==> src/rtl/uart_pkg.sv <==
// Shared UART definitions: FSM state encodings, parity modes and oversample reload value.
package uart_pkg;

    typedef enum logic [2:0] {
        TX_IDLE   = 3'd0,
        TX_START  = 3'd1,
        TX_DATA   = 3'd2,
        TX_PARITY = 3'd3,
        TX_STOP   = 3'd4
    } tx_state_e;

    // Receiver state encodings, kept alongside the transmitter's.
    localparam logic [2:0] RX_IDLE  = 3'd0;
    localparam logic [2:0] RX_START = 3'd1;
    localparam logic [2:0] RX_DATA  = 3'd2;
    localparam logic [2:0] RX_STOP  = 3'd3;

    localparam int PAR_NONE = 0;
    localparam int PAR_EVEN = 1;
    localparam int PAR_ODD  = 2;

    localparam logic [3:0] OVS_RELOAD = 4'd15;

endpackage

==> src/rtl/uart_tx_ctl.sv <==
// UART transmitter: one-entry holding buffer feeding a 16x-oversampled serialiser.
// Frame: start, DATA_BITS data LSB first, optional parity, 1 or 2 stop bits.
module uart_tx_ctl
    import uart_pkg::*;
#(
    parameter int DATA_BITS = 8,
    parameter int PARITY    = PAR_NONE,
    parameter int STOP_BITS = 1
) (
    input  logic                 i_clk,
    input  logic                 i_rst,
    input  logic                 i_baud_x16_en,
    input  logic [DATA_BITS-1:0] i_tx_data,
    input  logic                 i_tx_valid,
    output logic                 o_tx_ready,
    output logic                 o_tx,
    output logic                 o_tx_busy,
    output logic                 o_tx_done
);

    localparam int BIT_CNT_W = ($clog2(DATA_BITS) > 3) ? $clog2(DATA_BITS) : 3;

    tx_state_e              state_q, state_d;
    logic [DATA_BITS-1:0]   buf_q, buf_d;
    logic [DATA_BITS-1:0]   shift_q, shift_d;
    logic                   buf_full_q, buf_full_d;
    logic                   par_q, par_d;
    logic                   tx_q, tx_d;
    logic                   done_q, done_d;
    logic                   stop_cnt_q, stop_cnt_d;
    logic [3:0]             ovs_q, ovs_d;
    logic [BIT_CNT_W-1:0]   bit_cnt_q, bit_cnt_d;
    logic                   accept;
    logic                   drain;
    logic                   ovs_zero;

    assign accept   = i_tx_valid && !buf_full_q;
    assign ovs_zero = (ovs_q == 4'd0);

    always_comb begin
        state_d    = state_q;
        buf_d      = buf_q;
        shift_d    = shift_q;
        buf_full_d = buf_full_q;
        par_d      = par_q;
        tx_d       = tx_q;
        done_d     = 1'b0;
        stop_cnt_d = stop_cnt_q;
        ovs_d      = ovs_q;
        bit_cnt_d  = bit_cnt_q;
        drain      = 1'b0;

        if (accept) begin
            buf_d      = i_tx_data;
            buf_full_d = 1'b1;
        end

        if (i_baud_x16_en) begin
            unique case (state_q)
                TX_IDLE: begin
                    if (buf_full_q) begin
                        state_d = TX_START;
                        tx_d    = 1'b0;
                        ovs_d   = OVS_RELOAD;
                        drain   = 1'b1;
                    end
                end
                TX_START: begin
                    if (ovs_zero) begin
                        state_d   = TX_DATA;
                        tx_d      = shift_q[0];
                        bit_cnt_d = '0;
                        ovs_d     = OVS_RELOAD;
                    end else begin
                        ovs_d = ovs_q - 4'd1;
                    end
                end
                TX_DATA: begin
                    if (ovs_zero) begin
                        ovs_d = OVS_RELOAD;
                        if (bit_cnt_q == BIT_CNT_W'(DATA_BITS - 1)) begin
                            if (PARITY != PAR_NONE) begin
                                state_d = TX_PARITY;
                                tx_d    = par_q;
                            end else begin
                                state_d    = TX_STOP;
                                tx_d       = 1'b1;
                                stop_cnt_d = 1'b0;
                            end
                        end else begin
                            shift_d   = shift_q >> 1;
                            bit_cnt_d = bit_cnt_q + 1'b1;
                            tx_d      = shift_q[1];
                        end
                    end else begin
                        ovs_d = ovs_q - 4'd1;
                    end
                end
                TX_PARITY: begin
                    if (ovs_zero) begin
                        state_d    = TX_STOP;
                        tx_d       = 1'b1;
                        stop_cnt_d = 1'b0;
                        ovs_d      = OVS_RELOAD;
                    end else begin
                        ovs_d = ovs_q - 4'd1;
                    end
                end
                TX_STOP: begin
                    if (ovs_zero) begin
                        ovs_d = OVS_RELOAD;
                        if (STOP_BITS == 2 && !stop_cnt_q) begin
                            stop_cnt_d = 1'b1;
                        end else begin
                            done_d = 1'b1;
                            // A waiting word starts immediately: no idle gap between frames.
                            if (buf_full_q) begin
                                state_d = TX_START;
                                tx_d    = 1'b0;
                                drain   = 1'b1;
                            end else begin
                                state_d = TX_IDLE;
                            end
                        end
                    end else begin
                        ovs_d = ovs_q - 4'd1;
                    end
                end
                default: begin
                    state_d = TX_IDLE;
                    tx_d    = 1'b1;
                end
            endcase
        end

        // Drain and accept are mutually exclusive: accept needs the buffer empty.
        if (drain) begin
            shift_d    = buf_q;
            par_d      = (PARITY == PAR_ODD) ? ~(^buf_q) : (^buf_q);
            buf_full_d = 1'b0;
        end
    end

    always_ff @(posedge i_clk or negedge i_rst) begin
        if (!i_rst) begin
            state_q    <= TX_IDLE;
            buf_q      <= '0;
            shift_q    <= '0;
            buf_full_q <= 1'b0;
            par_q      <= 1'b0;
            tx_q       <= 1'b1;
            done_q     <= 1'b0;
            stop_cnt_q <= 1'b0;
            ovs_q      <= '0;
            bit_cnt_q  <= '0;
        end else begin
            state_q    <= state_d;
            buf_q      <= buf_d;
            shift_q    <= shift_d;
            buf_full_q <= buf_full_d;
            par_q      <= par_d;
            tx_q       <= tx_d;
            done_q     <= done_d;
            stop_cnt_q <= stop_cnt_d;
            ovs_q      <= ovs_d;
            bit_cnt_q  <= bit_cnt_d;
        end
    end

    assign o_tx_ready = !buf_full_q;
    assign o_tx       = tx_q;
    assign o_tx_busy  = (state_q != TX_IDLE);
    assign o_tx_done  = done_q;

endmodule

==> config.mk <==
export PLATFORM = sky130hd
export DESIGN_NAME = uart_tx_ctl
export DESIGN_NICKNAME = d
export VERILOG_FILES = /design/src/rtl/uart_pkg.sv /design/src/rtl/uart_tx_ctl.sv
export SDC_FILE = /design/constraint.sdc
export NUM_CORES = 1
export LEC_CHECK = 0
export ABC_AREA = 1
export CAP_MARGIN = 0
export CORE_MARGIN = 2
export CORE_UTILIZATION = 50
export DETAILED_ROUTE_END_ITERATION = 10
export GPL_ROUTABILITY_DRIVEN = 0
export PLACE_DENSITY = 0.69
export SLEW_MARGIN = 10
export SYNTH_ARGS = -nofsm -noshare
export SYNTH_HDL_FRONTEND = slang
export SYNTH_SLANG_ARGS = --single-unit
export TNS_END_PERCENT = 30
==> constraint.sdc <==
create_clock -name i_clk -period 2.2 [get_ports i_clk]
set_clock_uncertainty 0.15 [all_clocks]
set_input_delay 0.22 -clock i_clk [delete_from_list [all_inputs] [get_ports i_clk]]
set_output_delay 0.22 -clock i_clk [all_outputs]
set_load 0.1 [all_outputs]
# Word level (Yosys, flattened, before mapping)
# Index checks and enable logic that the tools add are counted.
[totals] ff_bits=29 rom_bits=0 latchBits=0 n_memories=0 ram_bits=0 output_inout_bits=4 inputBits=12 elab_cells=76
[op_classes] addsub=2 mul=0 reduce_logical=17 eq_ne=13 n_lt_le_gt_ge=0 shift=0 mux=36 bitwise=0 div_mod_pow=0
[op_table] op="8-bit two-way mux" count=5
[op_table] op="3-bit two-way mux" count=9
[op_table] op="2-bit inequality test (second input constant)" count=8
[op_table] op="1-bit two-way mux" count=15
[op_table] op="3-bit one-hot mux with 5 select lines" count=1
[op_table] op="2-bit nonzero test" count=6
[op_table] op="5-bit AND reduction" count=2
[op_table] op="4-bit two-way mux" count=2
[op_table] op="4-bit one-hot mux with 2 select lines" count=1
[op_table] op="7-bit AND reduction" count=1
[op_table] op="3-bit by 2-bit == test with 1-bit output (second input constant)" count=2
[op_table] op="3-bit == test (second input constant)" count=2
[op_table] op="3-bit one-hot mux with 2 select lines" count=1
[op_table] op="1-bit one-hot mux with 5 select lines" count=1
[op_table] op="4-bit zero test" count=1
[op_table] op="4-bit AND reduction" count=1
[op_table] op="4-bit OR reduction" count=1
[op_table] op="4-bit by 1-bit subtractor with 4-bit output (second input constant)" count=1
[op_table] op="3-bit by 1-bit adder with 3-bit output (second input constant)" count=1
[op_table] op="3-bit by 1-bit == test with 1-bit output (second input constant)" count=1
[op_table] op="3-bit zero test" count=1
[op_table] op="3-bit AND reduction" count=1
[op_table] op="3-bit nonzero test" count=1
[op_table] op="1-bit one-hot mux with 2 select lines" count=1
[op_table] op="other kinds (2)" count=2

# Logic depth before layout (Yosys ltp)
# Gate-level depths: netlist of run 1.
[logic_depth] ltp_word=6 ltp_mapped=11 depth_no_buf=11

# Worst setup path before layout of run 1
# Ideal clock, no wire load.
[synth_timing] path_kind="reg-to-reg" from="register buf_full_q" to="register buf_q[4]" arrival_ns=1.713 slack_ns=0.204 n_path_buf=1 required_time_ns=1.917 path_stages_with_launch=6 path_cell_list="dfrtp_1 -> inv_1 -> nand2_1 -> clkbuf_1 -> nor2_1 -> a21oi_1"
[synth_between] elab_chain_cells=2
[synth_rtl] item="from (decl)" line="uart_tx_ctl.sv:26" text="logic buf_full_q, buf_full_d;"
[synth_rtl] item="from (signal assigned)" line="uart_tx_ctl.sv:160" text="buf_full_q <= buf_full_d;"
[synth_rtl] item="1-bit zero test"
[synth_rtl] item="named net o_tx_ready" line="uart_tx_ctl.sv:15" text="output logic o_tx_ready,"
[synth_rtl] item="1-bit logical AND" line="uart_tx_ctl.sv:37" text="assign accept = i_tx_valid && !buf_full_q;"
[synth_rtl] item="to (signal assigned)" line="uart_tx_ctl.sv:158" text="buf_q <= buf_d;"
[synth_rtl] item="to (decl)" line="uart_tx_ctl.sv:24" text="logic [DATA_BITS-1:0] buf_q, buf_d;"
# The timed path passes the listed nets, and every way through them passes these cells.
# A chain may end at the register's enable or synchronous reset.

# Worst setup path after layout of run 1
[layout_timing] from="register ovs_q[0]" to="register state_q[2]"
[layout_between] elab_chain_cells=3 elab_cells_between_ends=6
[layout_rtl] item="from (decl)" line="uart_tx_ctl.sv:31" text="logic [3:0] ovs_q, ovs_d;"
[layout_rtl] item="from (signal assigned)" line="uart_tx_ctl.sv:165" text="ovs_q <= ovs_d;"
[layout_rtl] item="4-bit zero test *" line="uart_tx_ctl.sv:38" text="assign ovs_zero = (ovs_q == 4'd0);"
[layout_rtl] item="2-bit inequality test (no source line)"
[layout_rtl] item="7-bit AND reduction (no source line) *"
[layout_rtl] item="to (signal assigned)" line="uart_tx_ctl.sv:157" text="state_q <= state_d;"
[layout_rtl] item="to (decl)" line="uart_tx_ctl.sv:23" text="tx_state_e state_q, state_d;"
# Mark *: on every way between the ends. The rest lies on a longest branch, timed or not.

==> reports/results.txt, run 1 <==
The filler cell count was 241; the critical path buffer and inverter count was 3. At the pin with the least slew margin, the transition time is 449 ps. The iteration count of the initial detailed-routing pass is 4, and the largest fanout on the critical path is 5. The count of nets left with antenna violations once routing finished came out at 0. The logs give 2 for the CTS H-tree depth and 0 for the final max-slew violation count. On the worst path, the slowest cell contributes a delay of 410 ps.

The number of antenna repair diodes was 0; the count of hold buffers inserted by post-cts repair was 0. The total die area was 0.00348 mm2; the area of the core region was 0.00281 mm2. The power density relative to cell area was 1350 mW/mm2. The synthesized netlist contains 21 unique library cells.

The startpoint kind of the worst setup timing path was a register. For this run, design rule violations remaining after detail routing come to 0. Setup violations remaining at the end of the flow were counted as 0. The synthesized design contains 29 register bits.

Clock tree synthesis selected as its root buffer the cell sky130_fd_sc_hd__clkbuf_4. The share of final-layout standard cells stronger than drive strength 1 was 0.130; the die width was 59.0 um. TritonCTS built the clock tree. Post-synth net total: 208. The library cells used most frequently in the layout, excluding fill and tap cells, are sky130_fd_sc_hd__nand2_1, sky130_fd_sc_hd__inv_1, sky130_fd_sc_hd__nand3_1.

Setup repair after global routing left no endpoint under its margin. The starting density of the core came out at 0.540. The Yosys step of the flow raised 0 warnings. During placement, the flow inserted port buffers numbering 15. The required time of the critical path was 2270 ps. The area growth from synthesis to layout is 16.8%. The number of top-level pins is 16. Walking the worst path, the cells encountered are inv_1 -> ha_1 -> inv_1 -> nor2_2 -> nand2_1 -> nor2_1 -> inv_1 -> nand2_1 -> nand2_1 -> nand2_1 -> nand2_1.

The share of the clock period used by the worst path was 0.876; the total number of placement rows was 19. Dividing the detail-routed via count by the number of cells gives 5.11. Counting the buffers created by CTS gives 5. The leakage component of the power was 0.968 nW. The number of setup buffers added after CTS is 0. Entering global routing, the biggest net connects 30 pins.

In this run, post-CTS repair resized a total of 0 instances. The number of global-route vias before repair is 1,245, and the cell area after layout is 0.00177 mm2. The routed layout has 1,258 vias. Time the final worst path needs with I/O delays and setup: 1930 ps. The sum of overflow across all layers after global routing was 0. The die is 59.0 um tall. Static timing analysis puts the maximum clock frequency at 519 MHz. The number of hold violations in the final report was 0; the worst hold-check slack was 109 ps.

The utilization after layout is 0.630. Tracing the worst setup path back leads to its startpoint at ovs_q[0]. The tools report the sequential fraction of the synthesis area as 0.480.

The flow ran to the end, and the final reports show no timing, DRC or antenna violations. In this run the cell area measured after placement is 0.00170 mm2. After clock tree synthesis, the clock-pin slew on the worst setup and hold paths is 90 ps. The tools report the kind of capture point of the worst setup path as a register. At the end of the flow, the number of nets in the layout was 229. The detailed placement HPWL was 2.15 mm. Data arrives at the worst endpoint at 2000 ps.

The multi-input combinational cells in the finished layout cover a total of 648 um2. For the instance count of the mapped netlist, the log shows 193. The startpoint identified for the worst register-to-register timing path is ovs_q[0]. The run gives 320 ps as the clock latency of the later-clocked register in the worst-skew pair.

Maximum vdd drop: 823 uV. Class of the most critical setup path: register to register. The global router's overall resource usage is 0.206. In this run the mean area of a mapped cell was 7.84 um2.

Leaving out fill and tap cells, the most frequent cell in the layout is sky130_fd_sc_hd__nand2_1. The logs give 2.85 mm for the wire length reported by the detailed router and 0.00151 mm2 for the cell area after technology mapping. The number of clock sinks was 29; the number of max-capacitance violations reported was 0. In this design, the largest share of critical-path delay is due to simple AND/OR/NAND/NOR gates. The most used cell along the critical path is sky130_fd_sc_hd__nand2_1. Dividing the detail-routed wire length by the instance count gives 11.6 um. The initial antenna violation count was 0.

The worst slew margin relative to its limit is 0.700, and the worst-case clock buffer depth is 2. The critical path's slowest cell was sky130_fd_sc_hd__dfrtp_1. The first global-routing pass estimated 5.28 mm of wire.

The min-delay analysis places its worst path in the category input pin to asynchronous set/reset pin. Setup total negative slack on the finished layout was measured at 0 ps. The detailed router finished its first iteration with 45 violations. For the footprint of the flip-flops and latches, the log shows 727 um2.
==> worst paths after layout <==
path / end / slack, ps / cells after the start
worst min-delay path: state_q[2] / 110 / 2
min in group i_clk: o_tx / 320 / 2
worst min register to register: o_tx / 320 / 2
worst max register to register: state_q[2] / 270 / 11
max in group asynchronous: o_tx / 1490 / 2
worst max-delay path: state_q[2] / 270 / 11
==> cells by family after synthesis <==
logic type      Yosys count  share of synthesized area
simple gates            104                      0.321
buf+inv                  35                     0.0917
flops                    29                      0.480
compound gates           21                     0.0744
fa+ha+maj                 3                     0.0248
mux                       1                    0.00744
==> power by group <==
part           internal [mW]  switching [mW]  leakage [nW]  total (mW)
Sequential             0.741           0.117         0.343       0.857
Combinational          0.372           0.794         0.584        1.17
Clock                  0.185           0.183        0.0413       0.368
Total                   1.30            1.09         0.968        2.39
==> through the flow <==
| step | worst slack, ps | power [mW] | std cells |
|---|---|---|---|
| floorplan | 204 | 1.76 | 193 |
| global placement | 306 | 2.00 | 238 |
| detailed placement | 288 | 2.04 | 238 |
| CTS | 282 | 2.41 | 246 |
| global route | 68.6 | 2.60 | 246 |
| finish | 272 | 2.39 | 246 |
==> flip-flops by register name (all words and copies together), names as in the netlist <==
| register | cells |
|---|---|
| ovs_q | 4 |
| bit_cnt_q | 3 |
| shift_q | 8 |
| state_q | 3 |
| o_tx | 1 |
| buf_full_q | 1 |
| buf_q | 8 |
| o_tx_done | 1 |
==> cells in the mapped netlist <==
cell	count	area, um2
sky130_fd_sc_hd__a21oi_1	9	45.0
sky130_fd_sc_hd__buf_6	1	11.3
sky130_fd_sc_hd__clkbuf_1	1	3.75
sky130_fd_sc_hd__dfrtp_1	28	701
sky130_fd_sc_hd__dfstp_2	1	26.3
sky130_fd_sc_hd__ha_1	3	37.5
sky130_fd_sc_hd__inv_1	29	109
sky130_fd_sc_hd__inv_2	4	15.0
sky130_fd_sc_hd__mux2_2	1	11.3
sky130_fd_sc_hd__nand2_1	48	180
sky130_fd_sc_hd__nand2_2	2	12.5
sky130_fd_sc_hd__nand2_4	4	45.0
sky130_fd_sc_hd__nand3_1	29	145
sky130_fd_sc_hd__nand3_2	1	10.0
sky130_fd_sc_hd__nand4_1	1	6.26
sky130_fd_sc_hd__nor2_1	16	60.1
sky130_fd_sc_hd__nor2_2	1	6.26
sky130_fd_sc_hd__nor3_1	1	5.00
sky130_fd_sc_hd__nor3_4	1	16.3
sky130_fd_sc_hd__o21a_1	3	22.5
sky130_fd_sc_hd__o21ai_0	9	45.0
==> cell type report <==
cell class	count	area share
Tap cell	31	0.0219
Clock buffer	7	0.0368
Multi-Input combinational cell	129	0.367
Inverter	33	0.0701
Clock inverter	1	0.00283
Sequential cell	29	0.411
Timing Repair Buffer	16	0.0906
==> metal layers <==
layer  track usage  part of all wire  vias to the layer above  wire length [um]
li1              -                 -                      655                 -
met1         0.270              0.49                      571              1390
met2         0.313              0.45                       25              1280
met3        0.0480             0.035                        7               100
met4         0.117             0.025                        0                72
met5             0                 0                        -                 0
==> worst register-to-register path, delay by kind of cell, from the launching register on <==
kind | cells | cell delay, ps
simple gates | 7 | 850
fa+ha+maj | 1 | 160
buf+inv | 3 | 280
flops | 1 | 410
Power figures use the tool's default switching activity.
==> run 2, diff against run 1 <==
--- a/config.mk
+++ b/config.mk
@@ -5,7 +5,6 @@
 export SDC_FILE = /design/constraint.sdc
 export NUM_CORES = 1
 export LEC_CHECK = 0
-export ABC_AREA = 1
 export CAP_MARGIN = 0
 export CORE_MARGIN = 2
 export CORE_UTILIZATION = 50
==> run 2 against run 1 <==
Area after synthesis rose by 3.1%. Via count fell by 9.5%. First-iteration DRC count fell by 11%.
==> reports/results.txt, run 2 <==
The run gives 145 (-25%) as the instance count of the mapped netlist. The tools report the total die area as 0.00359 mm2 (+2.9%). The clock latency of the later-clocked register in the worst-skew pair is 310 ps (about the same), and the routed length on met2 is 1.48 mm (+16%). The tools report the part of the total power dissipated in sequential elements as 0.411 (+0.052). The largest registers in the layout are buf_q: 8 flops, shift_q: 8 flops, ovs_q: 4 flops.

The clock root buffer is sky130_fd_sc_hd__clkbuf_4. The iteration count of the initial detailed-routing pass was 4 (unchanged); the clock-pin transition on the worst setup and hold timing paths was 100 ps (about the same). For the internal power consumption, the log shows 1.42 mW (+9.3%). STA classifies the critical path startpoint as a register. The worst hold-check slack came out at 130 ps (+20.9 ps). The logs give 0 ps (unchanged) for the setup TNS and 0.00156 mm2 (+3.1%) for the cell area after technology mapping. The detailed-route via count is 1,138 (-9.5%).

Number of antenna repair diodes: 0 (unchanged). The time the final worst path needs with I/O delays and setup is 1980 ps (+54.5 ps). The tools report the leakage component of the power as 0.812 nW (-16%). The count of different cell masters after synthesis is 43 (+100%), and the share of final-layout standard cells stronger than drive strength 1 is 0.213 (+0.0832).

The tools report the number of top-level pins as 16 (unchanged). The total of cells resized after clock tree synthesis came out at 0 (unchanged). The tools report the final max-slew violation count as 0 (unchanged). The run finished with clean final reports. The dominant synthesized flop cell is sky130_fd_sc_hd__dfrtp_1. The tools report the number of clock sinks as 29 (unchanged). Setup repair after global routing left no endpoint under its margin. The wire length reported by the detailed router was 2.99 mm (+5.1%); the number of setup violations in the final report was 0 (unchanged). The worst min-delay path class was input pin to asynchronous set/reset pin. The run gives 880 uW (-20%) as the power spent charging and discharging nets.

The number of flops mapped to enable cells by yosys was 0 (unchanged); the detailed placement HPWL was 2.12 mm (-1.4%). The run gives 0.392 (-0.095) as the combinational share of power. The tools report the total number of placement rows as 20 (+1). The required time of the critical path is 2300 ps (+30 ps), and the number of max-capacitance violations reported is 0 (unchanged). The worst path arrival time is 2080 ps (+80 ps), and the fmax is 504 MHz (-2.7%).

The average wire length per cell after detail routing was 15.2 um (+31%); the detail-routed via count per cell was 5.78 (+13%). TritonCTS built the clock tree. The final routed DRC violation total was 0 (unchanged); the global router's overall resource usage was 0.189 (-0.0169). The met1 routed wirelength after detailed routing came out at 1.36 mm (-2.5%). The run gives 40 (-11%) as the number of design-rule violations left by the first detailed-router iteration.

The count of input and output buffers is 15 (unchanged). The run gives 0 (unchanged) as the final antenna-violating net count. The fraction of registers with async set or reset after synthesis was 1.00 (unchanged); the number of hold violations in the final report was 0 (unchanged). Per-instance average area after synthesis: 10.8 um2 (+37%).

The register-to-register setup slack came out at 220 ps (-50 ps). The proportion of total power due to net switching works out to 0.383 (-0.0745). The class of the most critical setup path was register to register. The run gives 0 (unchanged) as the post-CTS setup buffer count. The largest fanout on the critical path came out at 6 (+1). Summed over all instances, the cell type with the most area after synthesis is sky130_fd_sc_hd__dfrtp_1. The area growth from synthesis to layout is 16.3%. The tools report the worst slew margin relative to its limit as 0.688 (-0.0122).

For the maximum vdd drop, the log shows 522 uV (-37%). The power density relative to cell area is 1260 mW/mm2 (-6.5%). By count the netlist is led by sky130_fd_sc_hd__dfrtp_1, sky130_fd_sc_hd__o21ai_0, sky130_fd_sc_hd__nand2_1.

The logs give 0 (unchanged) for the count of hold buffers inserted by post-cts repair and 0.00300 mm2 (+7.0%) for the area of the core region. The highest metal layer with signal wires was met4. The share of the synthesized area in the top cell type is 0.449 (-0.0141). The most common cell after layout, fill and taps aside is sky130_fd_sc_hd__dfrtp_1.

The sequential fraction of the synthesis area came out at 0.466 (-0.0146). The tools report the sum of overflow across all layers after global routing as 0 (unchanged). The share of the clock period used by the worst path came out at 0.901 (+0.0248). The worst setup path is captured at a register. In the post-synthesis netlist, the cell with the most instances is sky130_fd_sc_hd__dfrtp_1.

The run gives 117 um (+17%) as the sum of met3 wire segment lengths after detailed routing. The count of nets after finishing is 178 (-22%). The logs give 0.520 (-0.0197) for the starting density of the core and 0.196 (+0.042) for the share of power burned in the clock network. The run gives 0 (unchanged) as the initial antenna violation count. The CTS H-tree depth came out at 2 (unchanged). The run gives 160 (-23%) as the post-synth net total. The global-route wire length before repair was 5.01 mm (-5.1%); the number of buffers created by CTS was 5 (unchanged). The run gives 1,110 (-11%) as the number of global-route vias before repair. For the number of warnings printed during yosys synthesis, the log shows 0 (unchanged). After synthesis, the cell types taking the most area are sky130_fd_sc_hd__dfrtp_1, sky130_fd_sc_hd__mux2_2, sky130_fd_sc_hd__o21ai_0, sky130_fd_sc_hd__mux2i_1, sky130_fd_sc_hd__nand2_1. The worst-case clock buffer depth was 2 (unchanged); the pin count of the biggest net entering global routing was 30 (unchanged). The worst-margin pin slew works out to 468 ps (+19.3 ps). In the layout the commonest cells are sky130_fd_sc_hd__dfrtp_1, sky130_fd_sc_hd__o21ai_0, sky130_fd_sc_hd__nand2_1, sky130_fd_sc_hd__clkdlybuf4s50_1, sky130_fd_sc_hd__mux2_2. The flop and latch count out of synthesis was 29 (unchanged). The height of the die was 59.9 um (+1.5%); the die width was 59.9 um (+1.5%).
## run 2: cell families (layout without fill, tap and decap cells)
group | after synthesis | in the layout | synth area share
compound gates | 45 | 45 | 0.190
simple gates | 39 | 39 | 0.158
flops | 29 | 29 | 0.466
mux | 17 | 17 | 0.119
buf+inv | 12 | 31 | 0.0433
fa+ha+maj | 3 | 3 | 0.0240
## run 2: cell type report
| type | instances | area [um2] |
|---|---|---|
| fill | 267 | 1190 |
| multi-input combinational | 104 | 769 |
| sequential | 29 | 727 |
| timing repair buffer | 18 | 175 |
| clock buffer | 7 | 55.1 |
| tap | 33 | 41.3 |
| clock inverter | 1 | 30.0 |
| inverter | 5 | 18.8 |
## run 2: power groups by stage
stage	Combinational [mW]	Clock (mW)	Sequential (mW)
6_report	0.902	0.451	0.945
5_1_grt	0.992	0.485	0.975
4_1_cts	0.908	0.462	0.944
3_5_place_dp	0.902	0	0.955
3_3_place_gp	0.868	0	0.944
2_1_floorplan	0.777	0	0.884
## run 2: path summary, 6_finish.rpt
| check | endpoint | cells past startpoint | startpoint |
|---|---|---|---|
| min | ovs_q[0] | 2 | i_rst |
| max in group asynchronous | o_tx | 2 | i_rst |
| max | o_tx | 5 | ovs_q[1] |
| max reg2reg | o_tx | 5 | ovs_q[1] |
| min reg2reg | shift_q[5] | 2 | buf_q[5] |
| min in group i_clk | shift_q[5] | 2 | buf_q[5] |
## run 2: per-stage QoR
step | util | power [mW] | worst slack, ps | cell area (um2) | std cells
finish | 0.605 | 2.30 | 217 | 1820 | 197
global route | 0.605 | 2.45 | 0.312 | 1820 | 197
CTS | 0.605 | 2.31 | 224 | 1820 | 197
detailed placement | 0.577 | 1.86 | 248 | 1730 | 189
global placement | 0.577 | 1.81 | 289 | 1730 | 189
floorplan | - | 1.66 | 258 | 1560 | 145
## run 2: routing by layer
metal | track usage | up-vias
met5 | 0 | -
met2 | 0.295 | 23
li1 | - | 567
met3 | 0.0693 | 4
met1 | 0.238 | 544
met4 | 0.0698 | 0
## run 2: critical path, cell delays in order (launching register included)
cell and delay [ps]:
sky130_fd_sc_hd__dfrtp_1 460, sky130_fd_sc_hd__inv_1 80, sky130_fd_sc_hd__ha_1 210, sky130_fd_sc_hd__or3b_4 440
sky130_fd_sc_hd__a31oi_1 230, sky130_fd_sc_hd__mux2_1 340
==> run 3, diff against run 2 <==
--- a/config.mk
+++ b/config.mk
@@ -7,10 +7,10 @@
 export LEC_CHECK = 0
 export CAP_MARGIN = 0
 export CORE_MARGIN = 2
-export CORE_UTILIZATION = 50
+export CORE_UTILIZATION = 45
 export DETAILED_ROUTE_END_ITERATION = 10
 export GPL_ROUTABILITY_DRIVEN = 0
-export PLACE_DENSITY = 0.69
+export PLACE_DENSITY = 0.63
 export SLEW_MARGIN = 10
 export SYNTH_ARGS = -nofsm -noshare
 export SYNTH_HDL_FRONTEND = slang
==> run 3 against run 2 <==
Worst hold slack lost 13 ps. Sequential cell count is the same. Maximum frequency shrank 0.19%. Utilization shrank 5.3 points. Global-route usage shrank 0.15 points. Via count grew 2.3%. Non-clock buffer count grew 1. Critical endpoint is now bit_cnt_q[1]. Largest power group unchanged.
==> reports/results.txt, run 3 (synthesis gave the netlist of run 2 again) <==
The startpoint kind of the worst setup timing path is a register. The most common cell after layout, fill and taps aside was sky130_fd_sc_hd__dfrtp_1. The synthesis-to-layout area growth works out to 17.9%.

The iteration count of the initial detailed-routing pass came out at 4 (unchanged). The fmax is 503 MHz (-0.19%). The worst-case reg-to-reg path depth was 6 (+1); the setup TNS was 0 ps (unchanged). The number of max-capacitance violations reported is 0 (unchanged), and the detailed placement HPWL is 2.33 mm (+10%). The starting density of the core was 0.468 (-0.0521). STA classifies the critical path endpoint as a register.

The wire length reported by the detailed router is 3.24 mm (+8.1%), and the CTS H-tree depth is 2 (unchanged). In the final layout, the registers with the most flip-flops are buf_q: 8 flops, shift_q: 8 flops, ovs_q: 4 flops. The final max-slew violation count was 0 (unchanged).

The proportion of total power due to net switching was 0.389 (+0.00641); the total die area was 0.00396 mm2 (+10%). The register-to-register setup slack came out at 210 ps (about the same). For the worst path arrival time, the log shows 2030 ps (-50 ps). The logs give 0.817 nW (+0.53%) for the leakage component of the power and 117 ps (-13.1 ps) for the worst hold-check slack. The time the final worst path needs with I/O delays and setup was 1990 ps (+3.72 ps).

Setup repair after global routing left no endpoint under its margin. The power density relative to cell area was 1270 mW/mm2 (+0.43%); the final antenna-violating net count was 0 (unchanged). The power after layout is 2.34 mW (+1.7%). In the layout the commonest cells are sky130_fd_sc_hd__dfrtp_1, sky130_fd_sc_hd__o21ai_0, sky130_fd_sc_hd__nand2_1, sky130_fd_sc_hd__clkdlybuf4s50_1, sky130_fd_sc_hd__mux2_2.

For the part of the total power dissipated in sequential elements, the log shows 0.408 (-0.003). The final routed DRC violation total was 0 (unchanged); the number of global-route vias before repair was 1,188 (+7.0%). Number of clock sinks: 29 (unchanged). The tools report the number of setup violations in the final report as 0 (unchanged). The tools report the cell area after layout as 0.00184 mm2 (+1.3%). The detail-routed via count per cell was 5.52 (-4.5%). For the maximum vdd drop, the log shows 639 uV (+22%).

The run finished with clean final reports. The total of cells resized after clock tree synthesis was 0 (unchanged). The tools report the required time of the critical path as 2240 ps (-60 ps).

For the count of nets after finishing, the log shows 179 (+0.56%). The filler cell count is 307 (+15%), and the largest fanout on the critical path is 6 (unchanged). The logs give 21 (+5.0%) for the total number of placement rows and 1,164 (+2.3%) for the detailed-route via count. The worst hold path belongs to the class input pin to asynchronous set/reset pin. The tools report the number of design-rule violations left by the first detailed-router iteration as 91 (+130%). The clock-pin transition on the worst setup and hold timing paths was 90 ps (about the same). The sum of overflow across all layers after global routing is 0 (unchanged), and the share of the clock period used by the worst path is 0.903 (+0.00169). The worst register-to-register path begins at ovs_q[1]. The count of input and output buffers was 15 (unchanged); the average wire length per cell after detail routing was 15.3 um (+0.97%). TritonCTS built the clock tree. The clock latency of the later-clocked register in the worst-skew pair was 330 ps (+20 ps). Height of the die: 62.9 um (+5.0%). The tools report the share of power burned in the clock network as 0.196 (about the same). The power spent charging and discharging nets was 910 uW (+3.4%); the number of hold violations in the final report was 0 (unchanged). The global router's overall resource usage is 0.187 (-0.00152).

The worst register-to-register path ends at bit_cnt_q[1]. The run gives 0.00334 mm2 (+11%) as the area of the core region. The tools report the pin count of the biggest net entering global routing as 30 (unchanged). The number of top-level pins is 16 (unchanged), and the standard cell area after detailed placement is 0.00176 mm2 (+1.4%). The run gives 5.77 mm (+15%) as the global-route wire length before repair. The post-CTS setup buffer count was 0 (unchanged); the worst-margin pin slew was 471 ps (+2.72 ps).

The logs give 2 (unchanged) for the worst-case clock buffer depth and 0.686 (-0.00181) for the worst slew margin relative to its limit. In this run the clock root is driven by a sky130_fd_sc_hd__clkbuf_4. The die width came out at 62.9 um (+5.0%).

The initial antenna violation count is 0 (unchanged), and the internal power consumption is 1.43 mW (+0.69%). Count of hold buffers inserted by post-cts repair: 0 (unchanged). The critical path in this run is classified as register to register.

The share of final-layout standard cells stronger than drive strength 1 came out at 0.218 (+0.00477). For the combinational share of power, the log shows 0.396 (+0.004). The number of buffers created by CTS was 5 (unchanged); the number of antenna repair diodes was 0 (unchanged).
run 3: power groups by stage:
stage | Clock, mW | Sequential, mW | Combinational, mW
floorplan | 0 | 0.884 | 0.777
CTS | 0.466 | 0.953 | 0.937
global placement | 0 | 0.938 | 0.894
detailed placement | 0 | 0.960 | 0.934
finish | 0.459 | 0.953 | 0.926
global route | 0.498 | 0.985 | 1.03
run 3: layout make-up:
type | count | area (um2) | area share
clock buffers | 7 | 55.1 | 0.0299
clock inverters | 1 | 30.0 | 0.0163
inverters | 5 | 18.8 | 0.0102
multi-input cells | 104 | 769 | 0.418
flip-flops and latches | 29 | 727 | 0.395
well taps | 46 | 57.6 | 0.0313
repair buffers | 19 | 183 | 0.0993
run 3: how the worst max path moves through the flow:
stage | from | end | cells past startpoint
finish | ovs_q[1] | bit_cnt_q[1] | 6
global route | ovs_q[1] | bit_cnt_q[1] | 6
CTS | ovs_q[1] | bit_cnt_q[1] | 6
detailed placement | ovs_q[1] | shift_q[3] | 6
global placement | ovs_q[0] | bit_cnt_q[1] | 6
floorplan | state_q[0] | o_tx | 5
run 3: layer usage:
metal,vias to the layer above,global-route usage,wire [um]
li1,564,-,-
met1,569,0.231,1400
met2,26,0.313,1650
met3,5,0.0577,137
met4,0,0.0583,48
met5,-,0,0
run 3: worst max-delay path: stages (launching register included):
cell	delay, ps
sky130_fd_sc_hd__dfrtp_1	440
sky130_fd_sc_hd__inv_1	80
sky130_fd_sc_hd__ha_1	210
sky130_fd_sc_hd__nor3b_4	360
sky130_fd_sc_hd__and2_1	240
sky130_fd_sc_hd__o21ai_0	190
sky130_fd_sc_hd__o2bb2ai_1	190
run 3: stage by stage:
step                      instances  worst slack, ps   util
after detailed placement        203              248  0.526
after CTS                       211              229  0.552
after global routing            211             75.0  0.552
final                           211              214  0.552
after global placement          203              286  0.526
after floorplan                 145              258      -
==> RTL change 1 (settings of run 1) <==
Set the parameter `DATA_BITS` to 16 (it was 8).
--- a/src/rtl/uart_tx_ctl.sv
+++ b/src/rtl/uart_tx_ctl.sv
@@ -3,7 +3,7 @@
 module uart_tx_ctl
     import uart_pkg::*;
 #(
-    parameter int DATA_BITS = 8,
+    parameter int DATA_BITS = 16,
     parameter int PARITY    = PAR_NONE,
     parameter int STOP_BITS = 1
 ) (
Ports: changed (resized i_tx_data); port bits go from 16 to 24. The function was not compared with the original's and may differ.
==> RTL change 1 against run 1 <==
Die area up 46%. Sequential cell count increased by 17. Sequential power rose by 62%. Via count up 39%. Total power is 27% higher. Critical path depth fell by 2. Worst setup slack got worse by 0.014 ns. Non-clock buffer count up 15. Combinational power is 4% lower. Cell area rose by 50%. Largest cell class unchanged. Count of clock-buffer cells in the layout down 1. Area after synthesis up 50%. Largest power group is now registers. Wire length rose by 42%.
==> RTL change 1: results (changes against run 1) <==
* IO buf count at 23 (+8)
* Vias in the first global route at 1676 (+35%)
* Sw Pwr at 1.148 mW (+5.0%)
* Status: finished clean
* Top Registers: buf_q: 16 flops, shift_q: 16 flops
* Reg2Reg Capture Point: bit_cnt_q[3]
* Largest net degree at the start of global routing at 32 (+6.7%)
* Wire length per cell at 11.71 um (+1.1%)
* Crit-path max FO at 7 (+2)
* Ratio of cells with drive above 1 in the final layout at 0.1735 (+0.04324)
* Initial antenna violation count at 0 (unchanged)
* Clk Latency, worst-skew pair at 0.29 ns (-0.03 ns)
* Synth Flop Type: dfrtp_1
* Worst vdd ir at 0.6270 mV (-24%)
* Worst Hold Launch: o_tx
* Arrival @ worst endpoint at between 1.5 and 2 ns
* Nets at 315 (+38%)
* DR pass1 iterations at 4 (unchanged)
* GRT Overall Usage at 0.1827 (-0.02295)
* Clk slew on worst S/H paths at 0.09 ns (about the same)
* # hold bufs at CTS at 1 (+1)
* H-tree Lvls at 2 (unchanged)
* Resized Gates After CTS at 0 (unchanged)
* Distinct cells, synth at 24 (+14%)
* Global-route wire length before repair at 7.403 mm (+40%)
* Cts bufs inserted at 5 (unchanged)
* Post-CTS setup buffer count at 0 (unchanged)
* Rel. slew slack at 0.5392 (-0.1611)
* Critical Path Source: ovs_q[0]
* Synth area leaders: dfrtp_1 (50%), nand2_1 (13%), nand3_1 (10%)
* Synth top cells by count: nand2_1 (79), nand3_1 (46), dfrtp_1 (45)
* Async set-reset flop share out of synthesis at 1.000 (unchanged)
* TNS Setup at 0 ns (unchanged)
* Syn Inst Count at 261 (+35%)
* Final-layout fill cell count at 356 (+48%)
* Post-placement cell count at 337 (+42%)
* Post-placement cell area at 2554 sq um (+50%)
* Synthesized Nets at 283 (+36%)
* 1st-iter DRT viols at 52 (+16%)
* R2R cell count at 9 (-2)
* Worst Hold End: o_tx
* Max Root-Sink Buffers at 2 (unchanged)
* Inserted Diodes at 0 (unchanged)
* Worst hold path depth at 2
* Leakage at 1.334 nW (+38%)
* Hold slack at 0.3131 ns (+0.2039 ns)
* Post-Route WL at 4.051 mm (+42%)
* Root buffer cell: clkbuf_8
* Critical Path Sink Type: flip-flop
* Hold WC Path Type: flip-flop to flip-flop
* Final HPWL DP at 2.963 mm (+38%)
* Routed vias/inst at 5.061 (-1.0%)
* Final setup margin at 0.2583 ns (-0.01368 ns)
* Synth Warn # at 0 (unchanged)
* Sequential area share after synthesis at 0.5083 (+0.02811)
## RTL change 1: cell types whose count changed after synthesis, moves of 4 or more
cell	before	now
a21oi_1	9	3
buf_4	0	4
dfrtp_1	28	45
inv_1	29	24
mux2_2	1	16
nand2_1	48	79
nand3_1	29	46
## RTL change 1: cells by family (layout without fill, tap and decap cells)
group,after synthesis,after routing,synth area share
AO/OA/AOI/OAI,10,10,0.02318
XOR/XNOR,1,1,0.003864
flip-flops,46,46,0.5083
multiplexers,16,16,0.07947
buffers and inverters,32,65,0.06347
AND/OR/NAND/NOR,154,154,0.3107
adder cells (fa/ha/maj),2,2,0.01104
## RTL change 1: power by group through the flow
stage | Sequential [mW] | Clock [mW] | Combinational (mW)
finish | 1.39 | 0.530 | 1.12
floorplan | 1.38 | 0 | 0.907
global route | 1.44 | 0.587 | 1.27
CTS | 1.39 | 0.553 | 1.13
detailed placement | 1.41 | 0 | 1.13
global placement | 1.40 | 0 | 1.11
## RTL change 1: cell type report
cell class	count	area, sq um	share of cell area
clock inverters	2	12.51	0.004706
well taps	52	65.06	0.02447
repair buffers	31	277.8	0.1045
multi-input cells	183	970.9	0.3652
flip-flops and latches	46	1152	0.4334
inverters	26	97.59	0.03671
clock buffers	6	82.58	0.03106
## RTL change 1: metal layers
metal / global-route usage / up-vias / routed length [um]
met1: 0.2398 / 817 / 1921
met3: 0.03376 / 4 / 149
met4: 0.06289 / 0 / 42
met5: 0 / - / 0
li1: - / 901 / -
met2: 0.3056 / 29 / 1937
## RTL change 1: worst max-delay path, cell delays in order, from the launching register on
cell     delay (ns)
dfrtp_1        0.38
inv_1          0.11
ha_1           0.20
nand3_1        0.16
nor2_1         0.30
nand2_2        0.17
nand2_1        0.16
inv_1          0.08
nand2_1        0.07
nand2_1        0.05
==> RTL change 2 (flow settings as in run 1) <==
Without the edit above. Encoding of `tx_state_e`: now Gray code (3 bits for 5 states).
--- a/src/rtl/uart_pkg.sv
+++ b/src/rtl/uart_pkg.sv
@@ -2,11 +2,11 @@
 package uart_pkg;
 
     typedef enum logic [2:0] {
-        TX_IDLE   = 3'd0,
-        TX_START  = 3'd1,
-        TX_DATA   = 3'd2,
-        TX_PARITY = 3'd3,
-        TX_STOP   = 3'd4
+        TX_IDLE   = 3'b000,
+        TX_START  = 3'b001,
+        TX_DATA   = 3'b011,
+        TX_PARITY = 3'b010,
+        TX_STOP   = 3'b110
     } tx_state_e;
 
     // Receiver state encodings, kept alongside the transmitter's.
Function: no difference found for any inputs over 10 cycles, from zero or initial values and one cycle with i_rst low; not proved beyond that.
==> RTL change 2 against run 1 <==
Non-clock buffer count unchanged. Total power down 5.0%. Sequential cell count unchanged. Final cell count down 7.3%. Synthesized cell count down 9.8%. Area after synthesis down 2.7%. Wire length up 0.11%. Worst setup slack better by 0.16 ns. Critical path depth down 8. Cell area down 2.3%. Via count down 3.7%. Critical path type is now flip-flop to output pin.
==> RTL change 2: results (changes against run 1) <==
* Initial antenna violation count at 0 (unchanged)
* Synth top cells by count: nand2_1 (48), dfrtp_1 (28), nand3_1 (22)
* Root buffer cell: clkbuf_4
* Cell area after synthesis at 1473 sq um (-2.7%)
* Ratio of cells with drive above 1 in the final layout at 0.1624 (+0.03220)
* Synthesized Nets at 189 (-9.1%)
* IO buf count at 15 (unchanged)
* Clk slew on worst S/H paths at 0.08 ns
* Top Registers: buf_q: 8 flops, shift_q: 8 flops, ovs_q: 4 flops
* Final HPWL DP at 2.178 mm (+1.5%)
* Post-CTS setup buffer count at 0 (unchanged)
* Nets at 212 (-7.4%)
* 1st-iter DRT viols at 29 (-36%)
* GRT Overall Usage at 0.1959 (-0.009781)
* Cell taking the most area after synthesis: dfrtp_1
* Synth area leaders: dfrtp_1 (48%), nand2_1 (12%), nand3_1 (7.5%)
* Reg-to-Reg Start: ovs_q[0]
* Synth Flop Type: dfrtp_1
* Distinct cells, synth at 22 (+4.8%)
* Crit-path leading delay family: flip-flops
* Max Root-Sink Buffers at 2 (unchanged)
* Clk Latency, worst-skew pair at 0.32 ns (about the same)
* Final-layout fill cell count at 247 (+2.5%)
* Vias in the first global route at 1219 (-2.1%)
* Resized Gates After CTS at 0 (unchanged)
* Inserted Diodes at 0 (unchanged)
* Post-route DRC at 0 (unchanged)
* Largest net degree at the start of global routing at 30 (unchanged)
* Hold WC Path Type: input pin to asynchronous set/reset pin
* Arrival @ worst endpoint at 1.40 ns (-0.60 ns)
* Global-route wire length before repair at 5.009 mm (-5.1%)
* Wire length per cell at 12.50 um (+8.0%)
* DR pass1 iterations at 5 (+1)
* Switching share of total power at 0.4398 (-0.01757)
* Crit-path max FO at 6 (+1)
* Slew @ Worst Pin at 0.3706 ns (-0.07792 ns)
* Cts bufs inserted at 5 (unchanged)
* H-tree Lvls at 2 (unchanged)
* Critical Path Max Stage Delay at 0.48 ns (+0.07 ns)
* Worst vdd ir at 1.416 mV (+72%)
* Status: finished clean
* Crit-path slowest cell: dfrtp_1
* Routed vias/inst at 5.311 (+3.9%)
* Critical Path Source: state_q[2]
* Async set-reset flop share out of synthesis at 1.000 (unchanged)
* Sequential area share after synthesis at 0.4936 (+0.01346)
* Synth Warn # at 0 (unchanged)
* Leakage at 0.8564 nW (-12%)
RTL change 2: final cells by class:
type	instances	area, sq um	share of cell area
repair buffers	16	160.2	0.09275
well taps	31	38.79	0.02246
multi-input cells	122	659.4	0.3819
flip-flops and latches	29	726.9	0.4210
inverters	23	86.33	0.05000
clock buffers	7	55.05	0.03188
RTL change 2: per-stage QoR:
step | worst slack [ns] | total power, mW | area [sq um] | instances | utilization
after floorplan | 0.1333 | 1.697 | 1473 | 174 | -
after global placement | 0.4141 | 1.936 | 1672 | 221 | 0.6010
after detailed placement | 0.3869 | 1.966 | 1672 | 221 | 0.6010
after CTS | 0.4302 | 2.293 | 1727 | 228 | 0.6208
after global routing | 0.2856 | 2.460 | 1727 | 228 | 0.6208
final | 0.4332 | 2.272 | 1727 | 228 | 0.6208
RTL change 2: worst reg2reg max path: stages (launching register included):
cell     delay [ns]
dfrtp_1        0.36
inv_1          0.10
ha_1           0.21
nand2_1        0.11
nor2_1         0.17
nand3_1        0.29
nand3_1        0.19
nand2_1        0.06
RTL change 2: logic make-up (layout without fill, tap and decap cells):
logic type / count (synthesis) / count (layout) / share of synthesized area
fa+ha+maj: 3 / 3 / 0.02549
mux: 7 / 7 / 0.05353
buf+inv: 23 / 46 / 0.05862
xor+xnor: 1 / 1 / 0.005948
simple gates: 92 / 92 / 0.2940
flops: 29 / 29 / 0.4936
compound gates: 19 / 19 / 0.06882
RTL change 2: metal layers:
layer / vias to the layer above / wire (um) / track usage
li1: 602 / - / -
met4: 0 / 59 / 0.08638
met3: 6 / 153 / 0.07366
met2: 37 / 1424 / 0.3339
met1: 566 / 1213 / 0.2163
met5: - / 0 / 0
RTL change 2: final timing paths:
check	end	slack, ns	depth (start not counted)
max	o_tx_busy	0.43	3
min	state_q[0]	0.12	2
max reg2reg	shift_q[6]	0.45	7
min reg2reg	o_tx	0.32	2
max in group asynchronous	o_tx	1.47	2
min in group i_clk	o_tx	0.32	2
RTL change 2: power groups by stage:
stage                     logic, mW  registers [mW]  clock network, mW
after floorplan               0.767           0.930                  0
after global placement         1.03           0.904                  0
after detailed placement       1.06           0.911                  0
after CTS                      1.06           0.900              0.336
after global routing           1.17           0.932              0.361
final                          1.05           0.904              0.316
